$ cat config.mk
export PLATFORM = sky130hd
export DESIGN_NAME = accumulate_stage
export DESIGN_NICKNAME = d
export VERILOG_FILES = /design/src/rtl/accumulate_stage.sv
export SDC_FILE = /design/constraint.sdc
export NUM_CORES = 1
export LEC_CHECK = 0
export CORE_MARGIN = 2
export CORE_UTILIZATION = 35
export CTS_BUF_LIST = sky130_fd_sc_hd__clkbuf_8 sky130_fd_sc_hd__clkbuf_16
export DETAILED_ROUTE_END_ITERATION = 7
export PLACE_DENSITY = 0.73
export SLEW_MARGIN = 10
export SYNTH_ARGS = -nofsm -noshare
export SYNTH_HDL_FRONTEND = slang
export SYNTH_HIERARCHICAL = 1
export SYNTH_SLANG_ARGS = --single-unit
export TNS_END_PERCENT = 50
$ cat constraint.sdc
create_clock -name clk -period 4.6 [get_ports clk]
set_input_delay 0.92 -clock clk [delete_from_list [all_inputs] [get_ports clk]]
set_output_delay 0.92 -clock clk [all_outputs]
set_load 0.02 [all_outputs]
$ cat src/rtl/accumulate_stage.sv
// Accumulator behind a valid/ready handshake: accept -> result valid after one edge, held until out_ready; one op per 2 cycles.
// Optional feature macro SATURATE_EN: a carrying add loads all ones instead of the wrapped sum.

module ripple_carry_adder #(
  parameter int NUMBITS = 8
) (
  input  logic [NUMBITS-1:0] a,
  input  logic [NUMBITS-1:0] b,
  input  logic               carryin,
  output logic [NUMBITS-1:0] sum,
  output logic               carryout
);
  always_comb begin
    logic c;
    c = carryin;
    sum = '0;
    for (int i = 0; i < NUMBITS; i++) begin
      sum[i] = a[i] ^ b[i] ^ c;
      c      = (a[i] & b[i]) | (c & (a[i] ^ b[i]));
    end
    carryout = c;
  end
endmodule

module accumulate_stage #(
  parameter int NUMBITS = 8,
  parameter int CNTBITS = 8
) (
  input  logic               clk,
  input  logic               reset,
  input  logic               clear,
  input  logic               in_valid,
  output logic               in_ready,
  input  logic [NUMBITS-1:0] in_data,
  output logic               out_valid,
  input  logic               out_ready,
  output logic [NUMBITS-1:0] out_sum,
  output logic               out_carry,
  output logic               carry_sticky,
  output logic [CNTBITS-1:0] op_count
);
  typedef enum logic {IDLE = 1'b0, RESP = 1'b1} state_t;

  state_t             state_q, state_d;
  logic [NUMBITS-1:0] acc_q, acc_d;
  logic               carry_q, carry_d;
  logic               sticky_q, sticky_d;
  logic [CNTBITS-1:0] cnt_q, cnt_d;

  logic [NUMBITS-1:0] add_sum;
  logic               add_co;
  logic               accept;

  ripple_carry_adder #(.NUMBITS(NUMBITS)) u_adder (
    .a        (acc_q),
    .b        (in_data),
    .carryin  (1'b0),
    .sum      (add_sum),
    .carryout (add_co)
  );

  assign in_ready     = (state_q == IDLE) && !clear;
  assign accept       = in_valid && in_ready;
  assign out_valid    = (state_q == RESP);
  assign out_sum      = acc_q;
  assign out_carry    = carry_q;
  assign carry_sticky = sticky_q;
  assign op_count     = cnt_q;

  always_comb begin
    state_d  = state_q;
    acc_d    = acc_q;
    carry_d  = carry_q;
    sticky_d = sticky_q;
    cnt_d    = cnt_q;
    if (clear) begin
      // clear wins over both accept and a pending result
      state_d  = IDLE;
      acc_d    = '0;
      carry_d  = 1'b0;
      sticky_d = 1'b0;
      cnt_d    = '0;
    end else begin
      case (state_q)
        IDLE: begin
          if (accept) begin
`ifdef SATURATE_EN
            acc_d = add_co ? {NUMBITS{1'b1}} : add_sum;
`else
            acc_d = add_sum;
`endif
            carry_d  = add_co;
            sticky_d = sticky_q | add_co;
            cnt_d    = cnt_q + CNTBITS'(1);
            state_d  = RESP;
          end
        end
        RESP: begin
          if (out_ready) state_d = IDLE;
        end
        default: state_d = IDLE;
      endcase
    end
  end

  always_ff @(posedge clk or posedge reset) begin
    if (reset) begin
      state_q  <= IDLE;
      acc_q    <= '0;
      carry_q  <= 1'b0;
      sticky_q <= 1'b0;
      cnt_q    <= '0;
    end else begin
      state_q  <= state_d;
      acc_q    <= acc_d;
      carry_q  <= carry_d;
      sticky_q <= sticky_d;
      cnt_q    <= cnt_d;
    end
  end
endmodule
==> impl_metrics.toml, run 1 <==
[yosys]
ys_types = 22
syn-cell-area_um2 = 1040
yosys_register_bits = 19
synth.net_count = 129
synthesis.instances = 107
synth_seq_area_share_pct = 45.6
ys_top_cells_by_area = "sky130_fd_sc_hd__dfrtp_1 (46%), sky130_fd_sc_hd__fa_1 (15%), sky130_fd_sc_hd__a21oi_1 (8.2%), sky130_fd_sc_hd__nand2_1 (7.6%), sky130_fd_sc_hd__inv_1 (4.7%)"
synthDominantCellAreaShare_pct = 45.6
post-synth-top-area-cell = "sky130_fd_sc_hd__dfrtp_1"
post_synth.cell_area_avg_um2 = 9.74
yosys_warnings = 6

[clock_network]
cts_tree = "built"
clock_tree.htree_level_count = 1
postCtsHoldBufs = 0
root_buffer = "sky130_fd_sc_hd__clkbuf_8"
tritoncts.num_buffers = 3
clock_tree.buffer_depth = 2
path_clk_slew_ns = 0.07
clkSinkCount = 19
clk_latency_ns = 0.25

[timing]
slew_headroom_pct = 52.6
finalHoldViolations = 0
timing.final.setup_violations = 0
finalClockSkew_ns = 0.00310
worst_pin_slew_ns = 0.711
grt_setup_unrepaired = "no"
timing.hold.ws_ns = 0.519
min_tclk_post_route_ns = 4.44
max_slew_violation_count = 0
finalCritPeriodShare_pct = 96.5
fmaxAchievable_mhz = 225

[pwr]
power.share.combinational_pct = 26.0
power.share.switching_pct = 29.8
p_leak_nw = 0.646
power_switching_uw = 123
ir_drop_v = 0.000152
sequential_share_of_power_pct = 46.3
clock_power_share_pct = 27.7
power_per_cell_area_nw_per_um2 = 286
internal_pwr_total_uw = 290

[drt]
initialDrtViolationCount = 10
drt_pre_antenna_iters = 4
wl_per_cell_um = 12.9
final_antenna_net_count = 0
routed-via-count = 828
drc = 0
routed_wire_length_mm = 2.20
route.detailed.vias_per_inst = 4.84

[floorplanning]
dieHeight_um = 58.6
rows = 19
core_region_area_um2 = 2780
fp.dieArea_um2 = 3430
floorplan.initialDensity_pct = 37.5
i_o_pins = 33
dieWidth_um = 58.6

[setup_path]
setup.worst_path.class = "in2reg"
worst_path_most_repeated_cell = "sky130_fd_sc_hd__fa_1"
cp_slowest_cell = "sky130_fd_sc_hd__clkdlybuf4s50_1"
path_delay_family = "adder cells"
critPathCaptureType = "flop"
number_of_buffers_and_inverters_on_the_critical_path = 5
startpoint_type = "input pin"
worst-endpoint-required_ns = 4.78
cp.arrival_ns = 4.62
slowest_delay_ns = 0.43
ff2ff_path_depth = 14
critical_path.cell_chain = "clkdlybuf4s50_1 > fa_1 > inv_1 > fa_1 > inv_1 > fa_1 > fa_1 > fa_1 > fa_2 > fa_1 > inv_1 > fa_1 > inv_1 > nand2_1 > a21oi_2"
critical_path_depth = 15
crit_fanout = 1

[hold_path]
timing.hold.worst_path_depth = 2
hold_class = "reg2reg"

[finish]
fin_area_um2 = 1450
drive_gt1_share_pct = 7.86
commonest_non_fill_non_tap_cell_in_the_layout = "sky130_fd_sc_hd__clkdlybuf4s50_1"
post-route-util_pct = 52.0
nNetsFinal = 163
synthToLayoutAreaGrowth_pct = 38.7
layoutNonFillerInstCount = 171
antennaDiodeCount = 0
mostFrequentLayoutCells = "sky130_fd_sc_hd__clkdlybuf4s50_1 (32), sky130_fd_sc_hd__nand2_1 (21), sky130_fd_sc_hd__dfrtp_1 (19)"

[global_routing]
grt_start_max_net_pins = 21
grt_antenna_before_repair = 0
first_global_vias = 869
grtUsageTotal_pct = 14.6
gr-total-overflow = 0
first_pass_grt_wire_length_mm = 3.86

[placement]
port-buffer-count = 32
detailedPlacementHpwl_mm = 1.71
gp_congestion = 0.701
place_area_um2 = 1390
placed_cells = 167

[run_status]
run_status = "finished, final reports clean"

[flow_run]
maxCapViolCount = 0
==> final cells by class <==
class,instances,area [µm²]
Fill cell,245,1340
Multi-Input combinational cell,71,508
Sequential cell,19,475
Timing Repair Buffer,33,328
Inverter,13,48.8
Clock buffer,3,41.3
Tap cell,31,38.8
Clock inverter,1,5.00
==> cell families after synthesis <==
family                     share of synthesized area [%]
and+or+nand+nor                                     18.7
AOI/OAI and AO/OA                                   10.8
DFF                                                 45.6
buffers and inverters                               6.24
adders and majority gates                           16.6
xor gates and xnor gates                            1.68
other                                              0.360
==> cell usage after synthesis (all sizes together) <==
cell type	number
o31ai	1
nand3	1
o21ai	4
nor2	4
or3	4
nand3b	1
and2b	1
nand2	21
or4	1
buf	1
nand4	1
inv	13
conb	1
dfrtp	19
nand4b	1
fa	8
ha	1
a21oi	17
or2b	2
clkbuf	3
xnor2	2
==> stage by stage <==
step                setup TNS, ns  setup WS (ns)  total power [mW]
finish                          0          0.161             0.413
global route                    0         0.0209             0.435
CTS                             0         0.0714             0.417
detailed placement         -0.199         -0.199             0.303
global placement          -0.0749        -0.0749             0.298
floorplan                       0          0.464             0.253
==> power by group through the flow <==
stage | Clock [mW] | Combinational [mW] | Sequential [mW]
after CTS | 0.117 | 0.109 | 0.191
final | 0.114 | 0.107 | 0.191
after floorplan | 0 | 0.0461 | 0.206
after global routing | 0.122 | 0.119 | 0.194
after global placement | 0 | 0.104 | 0.194
after detailed placement | 0 | 0.108 | 0.194
==> sequential cells by signal, summed over array words and instances, names as in the netlist <==
name,cells
out_sum,8
out_valid,1
out_carry,1
op_count,8
carry_sticky,1
==> layer usage <==
layer | track usage, % | vias up | wire (µm) | part of all wire, %
li1 | - | 404 | - | -
met1 | 18.8 | 401 | 952 | 43
met2 | 25.5 | 21 | 1120 | 51
met3 | 2.64 | 2 | 112 | 5.1
met4 | 3.90 | 0 | 15 | 0.68
met5 | 0 | - | 0 | 0
==> worst paths after layout <==
check	from	endpoint	slack (ns)
setup reg to reg	out_sum[0]$_DFFE_PP0P_	out_sum[7]$_DFFE_PP0P_	0.82
min in group asynchronous	reset	op_count[1]$_DFFE_PP0P_	1.08
max in group asynchronous	reset	out_sum[1]$_DFFE_PP0P_	3.07
hold reg to reg	carry_sticky$_DFFE_PP0P_	carry_sticky$_DFFE_PP0P_	0.52
setup / recovery	in_data[0]	out_sum[7]$_DFFE_PP0P_	0.16
hold / removal	carry_sticky$_DFFE_PP0P_	carry_sticky$_DFFE_PP0P_	0.52
==> worst reg2reg max path: stages (launching register included) <==
cell	delay [ns]
sky130_fd_sc_hd__dfrtp_1	0.41
sky130_fd_sc_hd__fa_1	0.42
sky130_fd_sc_hd__inv_1	0.07
sky130_fd_sc_hd__fa_1	0.15
sky130_fd_sc_hd__inv_1	0.05
sky130_fd_sc_hd__fa_1	0.39
sky130_fd_sc_hd__fa_1	0.40
sky130_fd_sc_hd__fa_1	0.39
sky130_fd_sc_hd__fa_2	0.35
sky130_fd_sc_hd__fa_1	0.37
sky130_fd_sc_hd__inv_1	0.08
sky130_fd_sc_hd__fa_1	0.41
sky130_fd_sc_hd__inv_1	0.06
sky130_fd_sc_hd__nand2_1	0.06
sky130_fd_sc_hd__a21oi_2	0.11
==> timing repair <==
action,CTS,global route
buffers inserted,0,0
setup endpoints to repair,0,1
gates resized for setup,0,2
Note: power is estimated with default switching activity, not from simulation.
==> inputs of run 2 (changes only) <==
Settings changed: PLACE_DENSITY 0.73 to 0.75.
==> impl_metrics.toml, run 2 (synthesized netlist as in run 1, its figures left out) <==
[run_status]
run_status = "finished, final reports clean"

[pwr]
p_leak_nw = 0.646
power_per_cell_area_nw_per_um2 = 286
total_power_uw = 412
power.share.switching_pct = 29.8
sequential_share_of_power_pct = 46.5
power_switching_uw = 123
clock_power_share_pct = 27.5
internal_pwr_total_uw = 290
power.share.combinational_pct = 26.1
ir_drop_v = 0.000165

[setup_path]
worst_path_most_repeated_cell = "sky130_fd_sc_hd__fa_1"
setup.worst_path.class = "in2reg"
r2r_setup_slack_ns = 0.84
ff2ff_path_depth = 14
startpoint_type = "input pin"
slowest_delay_ns = 0.42
critPathLaunch = "in_data[0]"
cp.arrival_ns = 4.59
cp_slowest_cell = "sky130_fd_sc_hd__clkdlybuf4s50_1"
critPathCaptureType = "flop"
timing.rr.start = "out_sum[0]$_DFFE_PP0P_"
reg2reg_to = "out_sum[7]$_DFFE_PP0P_"
crit_fanout = 1
endpoint = "out_sum[7]$_DFFE_PP0P_"
critical_path.cell_chain = "clkdlybuf4s50_1 > fa_1 > inv_1 > fa_1 > inv_1 > fa_1 > fa_2 > fa_1 > fa_1 > fa_2 > inv_1 > fa_1 > inv_1 > nand2_1 > a21oi_1"
worst-endpoint-required_ns = 4.77

[drt]
route.detailed.vias_per_inst = 5.01
drt_pre_antenna_iters = 4
wl_per_cell_um = 12.9
routed_wire_length_mm = 2.20
routed-via-count = 857
drc = 0
initialDrtViolationCount = 15
final_antenna_net_count = 0

[clock_network]
clkSinkCount = 19
path_clk_slew_ns = 0.07
tritoncts.num_buffers = 3
clk_latency_ns = 0.25
clock_tree.buffer_depth = 2
postCtsHoldBufs = 0
root_buffer = "sky130_fd_sc_hd__clkbuf_8"
clock_tree.htree_level_count = 1
cts_tree = "built"

[timing]
slew_headroom_pct = 52.2
finalCritPeriodShare_pct = 96.0
worst_pin_slew_ns = 0.717
min_tclk_post_route_ns = 4.41
finalClockSkew_ns = 0.00107
grt_setup_unrepaired = "no"
finalHoldViolations = 0
fmaxAchievable_mhz = 227
timing.hold.ws_ns = 0.513
max_slew_violation_count = 0
timing.final.setup_violations = 0

[global_routing]
first_global_vias = 851
first_pass_grt_wire_length_mm = 3.80
grt_antenna_before_repair = 0
grt_start_max_net_pins = 21
grtUsageTotal_pct = 14.4
gr-total-overflow = 0

[floorplanning]
core_region_area_um2 = 2780
i_o_pins = 33
dieWidth_um = 58.6
dieHeight_um = 58.6
fp.dieArea_um2 = 3430
floorplan.initialDensity_pct = 37.5
rows = 19

[finish]
antennaDiodeCount = 0
mostFrequentLayoutCells = "sky130_fd_sc_hd__clkdlybuf4s50_1 (32), sky130_fd_sc_hd__nand2_1 (21), sky130_fd_sc_hd__dfrtp_1 (19)"
drive_gt1_share_pct = 7.14
final.fill_count = 258
synthToLayoutAreaGrowth_pct = 38.4
nNetsFinal = 163
fin_area_um2 = 1440
commonest_non_fill_non_tap_cell_in_the_layout = "sky130_fd_sc_hd__clkdlybuf4s50_1"

[placement]
gp_congestion = 0.720
port-buffer-count = 32
place_area_um2 = 1390
detailedPlacementHpwl_mm = 1.67

[hold_path]
hold_class = "reg2reg"
timing.hold.worst_path_depth = 2

[flow_run]
maxCapViolCount = 0
==> run 2: cell count changes in the layout (fill, tap and decap cells not counted) <==
| cell | change |
|---|---|
| sky130_fd_sc_hd__fa_2 | +1 |
| sky130_fd_sc_hd__a21oi_1 | +1 |
| sky130_fd_sc_hd__a21oi_2 | -1 |
| sky130_fd_sc_hd__inv_1 | +1 |
| sky130_fd_sc_hd__fa_1 | -1 |
| sky130_fd_sc_hd__clkinv_2 | -1 |
==> run 2: what timing repair did <==
action                                  in CTS  in global routing
resized for setup                            0                  2
buffers inserted                             0                  0
endpoints found under the setup margin       0                  1
==> run 2: how the worst min path moves through the flow <==
stage / from / to
after floorplan: carry_sticky$_DFFE_PP0P_ / carry_sticky$_DFFE_PP0P_
after detailed placement: carry_sticky$_DFFE_PP0P_ / carry_sticky$_DFFE_PP0P_
final: carry_sticky$_DFFE_PP0P_ / carry_sticky$_DFFE_PP0P_
after CTS: carry_sticky$_DFFE_PP0P_ / carry_sticky$_DFFE_PP0P_
after global routing: carry_sticky$_DFFE_PP0P_ / carry_sticky$_DFFE_PP0P_
after global placement: carry_sticky$_DFFE_PP0P_ / carry_sticky$_DFFE_PP0P_
==> run 2: metal layers <==
layer,vias to the layer above,global-route usage (%),part of all wire [%]
met4,0,5.19,0.27
met5,-,0,0
met1,427,19.3,45
met3,2,2.42,4.3
met2,23,23.6,51
li1,405,-,-
==> run 2: layout make-up <==
cell class	count	area, µm²	share of cell area, %
inverters	13	48.8	3.38
repair buffers	33	328	22.7
clock inverters	1	3.75	0.260
well taps	31	38.8	2.69
clock buffers	3	41.3	2.86
flip-flops and latches	19	475	33.0
multi-input cells	71	507	35.1
==> run 2: stage by stage <==
stage | setup TNS, ns | std cells | util (%) | worst slack, ns
2_1_floorplan | 0 | 107 | - | 0.464
3_3_place_gp | -0.0532 | 167 | 50.1 | -0.0532
3_5_place_dp | -0.216 | 167 | 50.1 | -0.216
4_1_cts | 0 | 171 | 51.7 | 0.0725
5_1_grt | 0 | 171 | 51.9 | 0.0388
6_report | 0 | 171 | 51.9 | 0.186
==> run 2: power groups by stage <==
stage	Combinational (mW)	Clock, mW	Sequential (mW)
2_1_floorplan	0.0461	0	0.206
3_3_place_gp	0.103	0	0.194
3_5_place_dp	0.108	0	0.195
4_1_cts	0.108	0.116	0.192
5_1_grt	0.120	0.124	0.194
6_report	0.107	0.113	0.192
==> run 2: critical path, delay by kind of cell <==
family / cells / cell delay (ns)
adders and majority gates: 8 / 2.82
buffers and inverters: 5 / 0.66
AOI/OAI and AO/OA: 1 / 0.15
and+or+nand+nor: 1 / 0.04
==> inputs of run 3 (changes only) <==
Settings changed: ABC_AREA set to 1, PLACE_DENSITY 0.75 to 0.73.
==> impl_metrics.toml, run 3 <==
[hold_path]
hold_class = "reg2reg"
timing.hold.worst_path_depth = 2

[setup_path]
number_of_buffers_and_inverters_on_the_critical_path = 5
cp_slowest_cell = "sky130_fd_sc_hd__clkdlybuf4s50_1"
ff2ff_path_depth = 14
startpoint_type = "input pin"
critical_path_depth = 15
critPathCaptureType = "flop"
setup.worst_path.class = "in2reg"
cp.arrival_ns = 4.60
worst-endpoint-required_ns = 4.80
critical_path.cell_chain = "clkdlybuf4s50_1 > fa_1 > inv_1 > fa_1 > inv_1 > fa_1 > fa_1 > fa_1 > fa_1 > fa_1 > inv_1 > fa_1 > inv_1 > nand2_2 > nand2_2"
crit_fanout = 1
path_delay_family = "adder cells"
worst_path_most_repeated_cell = "sky130_fd_sc_hd__fa_1"
slowest_delay_ns = 0.42

[yosys]
yosys_warnings = 6
synth.net_count = 150
ys_top_cells_by_area = "sky130_fd_sc_hd__dfrtp_1 (38%), sky130_fd_sc_hd__fa_1 (13%), sky130_fd_sc_hd__nand2_2 (10%), sky130_fd_sc_hd__nand2_4 (9.9%), sky130_fd_sc_hd__inv_1 (5.7%)"
post_synth.cell_area_avg_um2 = 9.82
syn-cell-area_um2 = 1260
post_synth_most_frequent_cells = "sky130_fd_sc_hd__nand2_2 (20), sky130_fd_sc_hd__dfrtp_1 (19), sky130_fd_sc_hd__inv_1 (19), sky130_fd_sc_hd__nand2_1 (17), sky130_fd_sc_hd__nand2_4 (11)"
async_reset_ff_share_pct = 100
synth-edff-count = 0
synthesis.instances = 128
dominantRegCellSynth = "sky130_fd_sc_hd__dfrtp_1"
ys_types = 23
synth_seq_area_share_pct = 37.8
synthDominantCellAreaShare_pct = 37.8
post-synth-top-area-cell = "sky130_fd_sc_hd__dfrtp_1"
yosys_register_bits = 19
yosys.cell_count.top_type = "sky130_fd_sc_hd__nand2_2"

[timing]
finalHoldViolations = 0
tns_ns = 0
grt_setup_unrepaired = "no"
max_slew_violation_count = 0
finalClockSkew_ns = 0.00618
timing.hold.ws_ns = 0.499
timing.final.setup_violations = 0
min_tclk_post_route_ns = 4.40
finalCritPeriodShare_pct = 95.7
worst_pin_slew_ns = 0.727
fmaxAchievable_mhz = 227
slew_headroom_pct = 51.5

[finish]
mostFrequentLayoutCells = "sky130_fd_sc_hd__clkdlybuf4s50_1 (32), sky130_fd_sc_hd__nand2_2 (20), sky130_fd_sc_hd__inv_1 (20)"
drive_gt1_share_pct = 26.5
layoutNonFillerInstCount = 208
commonest_non_fill_non_tap_cell_in_the_layout = "sky130_fd_sc_hd__clkdlybuf4s50_1"
antennaDiodeCount = 0
nNetsFinal = 185
fin_area_um2 = 1640
synthToLayoutAreaGrowth_pct = 30.4

[drt]
routed_wire_length_mm = 2.30
met2_length_mm = 1.21
wl_per_cell_um = 11.0
route.detailed.vias_per_inst = 4.51
routed-via-count = 938
final_antenna_net_count = 0
wl_met3_um = 70
uppermost_routed_layer = "met4"
drc = 0
drt_pre_antenna_iters = 4
detail_route.wirelength.met1_um = 958
initialDrtViolationCount = 27

[placement]
detailedPlacementHpwl_mm = 1.82
port-buffer-count = 32
gp_congestion = 0.790
placed_cells = 204
place_area_um2 = 1600

[clock_network]
postCtsHoldBufs = 0
clk_latency_ns = 0.26
clkSinkCount = 19
tritoncts.num_buffers = 3
postcts_resize_cnt = 0
cts_setup_buffers = 0
cts_tree = "built"
root_buffer = "sky130_fd_sc_hd__clkbuf_8"
clock_tree.buffer_depth = 2
path_clk_slew_ns = 0.06
clock_tree.htree_level_count = 1

[global_routing]
first_global_vias = 975
gr-total-overflow = 0
first_pass_grt_wire_length_mm = 4.26
grtUsageTotal_pct = 13.4
grt_start_max_net_pins = 20
grt_antenna_before_repair = 0

[floorplanning]
floorplan.initialDensity_pct = 37.1
dieHeight_um = 63.9
i_o_pins = 33
fp.dieArea_um2 = 4090
rows = 21
core_region_area_um2 = 3390
dieWidth_um = 63.9

[pwr]
total_power_uw = 441
p_leak_nw = 0.837
power_per_cell_area_nw_per_um2 = 269
ir_drop_v = 0.000129

[flow_run]
maxCapViolCount = 0

[run_status]
run_status = "finished, final reports clean"
[run 3: path summary, 6_finish.rpt]
| kind | to | slack [ns] | startpoint |
|---|---|---|---|
| min reg2reg | carry_sticky$_DFFE_PP0P_ | 0.50 | carry_sticky$_DFFE_PP0P_ |
| max | out_sum[7]$_DFFE_PP0P_ | 0.20 | in_data[0] |
| min | carry_sticky$_DFFE_PP0P_ | 0.50 | carry_sticky$_DFFE_PP0P_ |
| min in group asynchronous | op_count[3]$_DFFE_PP0P_ | 1.08 | reset |
| max in group asynchronous | carry_sticky$_DFFE_PP0P_ | 3.06 | reset |
| max reg2reg | out_sum[7]$_DFFE_PP0P_ | 0.80 | out_sum[0]$_DFFE_PP0P_ |
[run 3: worst reg2reg max path, cell delays in order (launching register included)]
cell and delay, ns:
sky130_fd_sc_hd__dfrtp_1 0.44, sky130_fd_sc_hd__fa_1 0.44, sky130_fd_sc_hd__inv_1 0.07, sky130_fd_sc_hd__fa_1 0.16
sky130_fd_sc_hd__inv_1 0.05, sky130_fd_sc_hd__fa_1 0.37, sky130_fd_sc_hd__fa_1 0.38, sky130_fd_sc_hd__fa_1 0.38
sky130_fd_sc_hd__fa_1 0.40, sky130_fd_sc_hd__fa_1 0.37, sky130_fd_sc_hd__inv_1 0.07, sky130_fd_sc_hd__fa_1 0.40
sky130_fd_sc_hd__inv_1 0.07, sky130_fd_sc_hd__nand2_2 0.05, sky130_fd_sc_hd__nand2_2 0.08
[run 3: final cells by class]
cell class / count / area [µm²]
multi-input combinational: 84 / 653
sequential: 19 / 475
fill: 299 / 1750
timing repair buffer: 32 / 320
clock buffer: 3 / 41.3
tap: 46 / 57.6
clock inverter: 1 / 3.75
inverter: 23 / 88.8
[run 3: power by group]
| group | leakage, nW | switching (mW) | internal (mW) |
|---|---|---|---|
| clock | 0.0269 | 0.0549 | 0.0594 |
| sequential | 0.259 | 0.0177 | 0.179 |
| combinational | 0.551 | 0.0702 | 0.0597 |
[run 3: metal layers]
layer	up-vias	GRT usage (%)
met4	0	6.52
met5	-	0
li1	453	-
met1	457	14.4
met2	23	24.7
met3	5	2.82
[run 3: kinds of logic (layout without fill, tap and decap cells)]
logic type                 Yosys count  after routing  synth area share [%]
other                                1              1                 0.298
adders and majority gates            9              9                  13.7
and+or+nand+nor                     64             64                  32.4
AOI/OAI and AO/OA                   10             10                  5.47
DFF                                 19             19                  37.8
buffers and inverters               25             59                  10.2
[run 3: metrics by stage]
step | worst slack [ns] | util (%)
floorplan | 0.507 | -
global placement | -0.0312 | 47.1
detailed placement | -0.0927 | 47.1
CTS | 0.179 | 48.4
global route | 0.00239 | 48.4
finish | 0.199 | 48.4
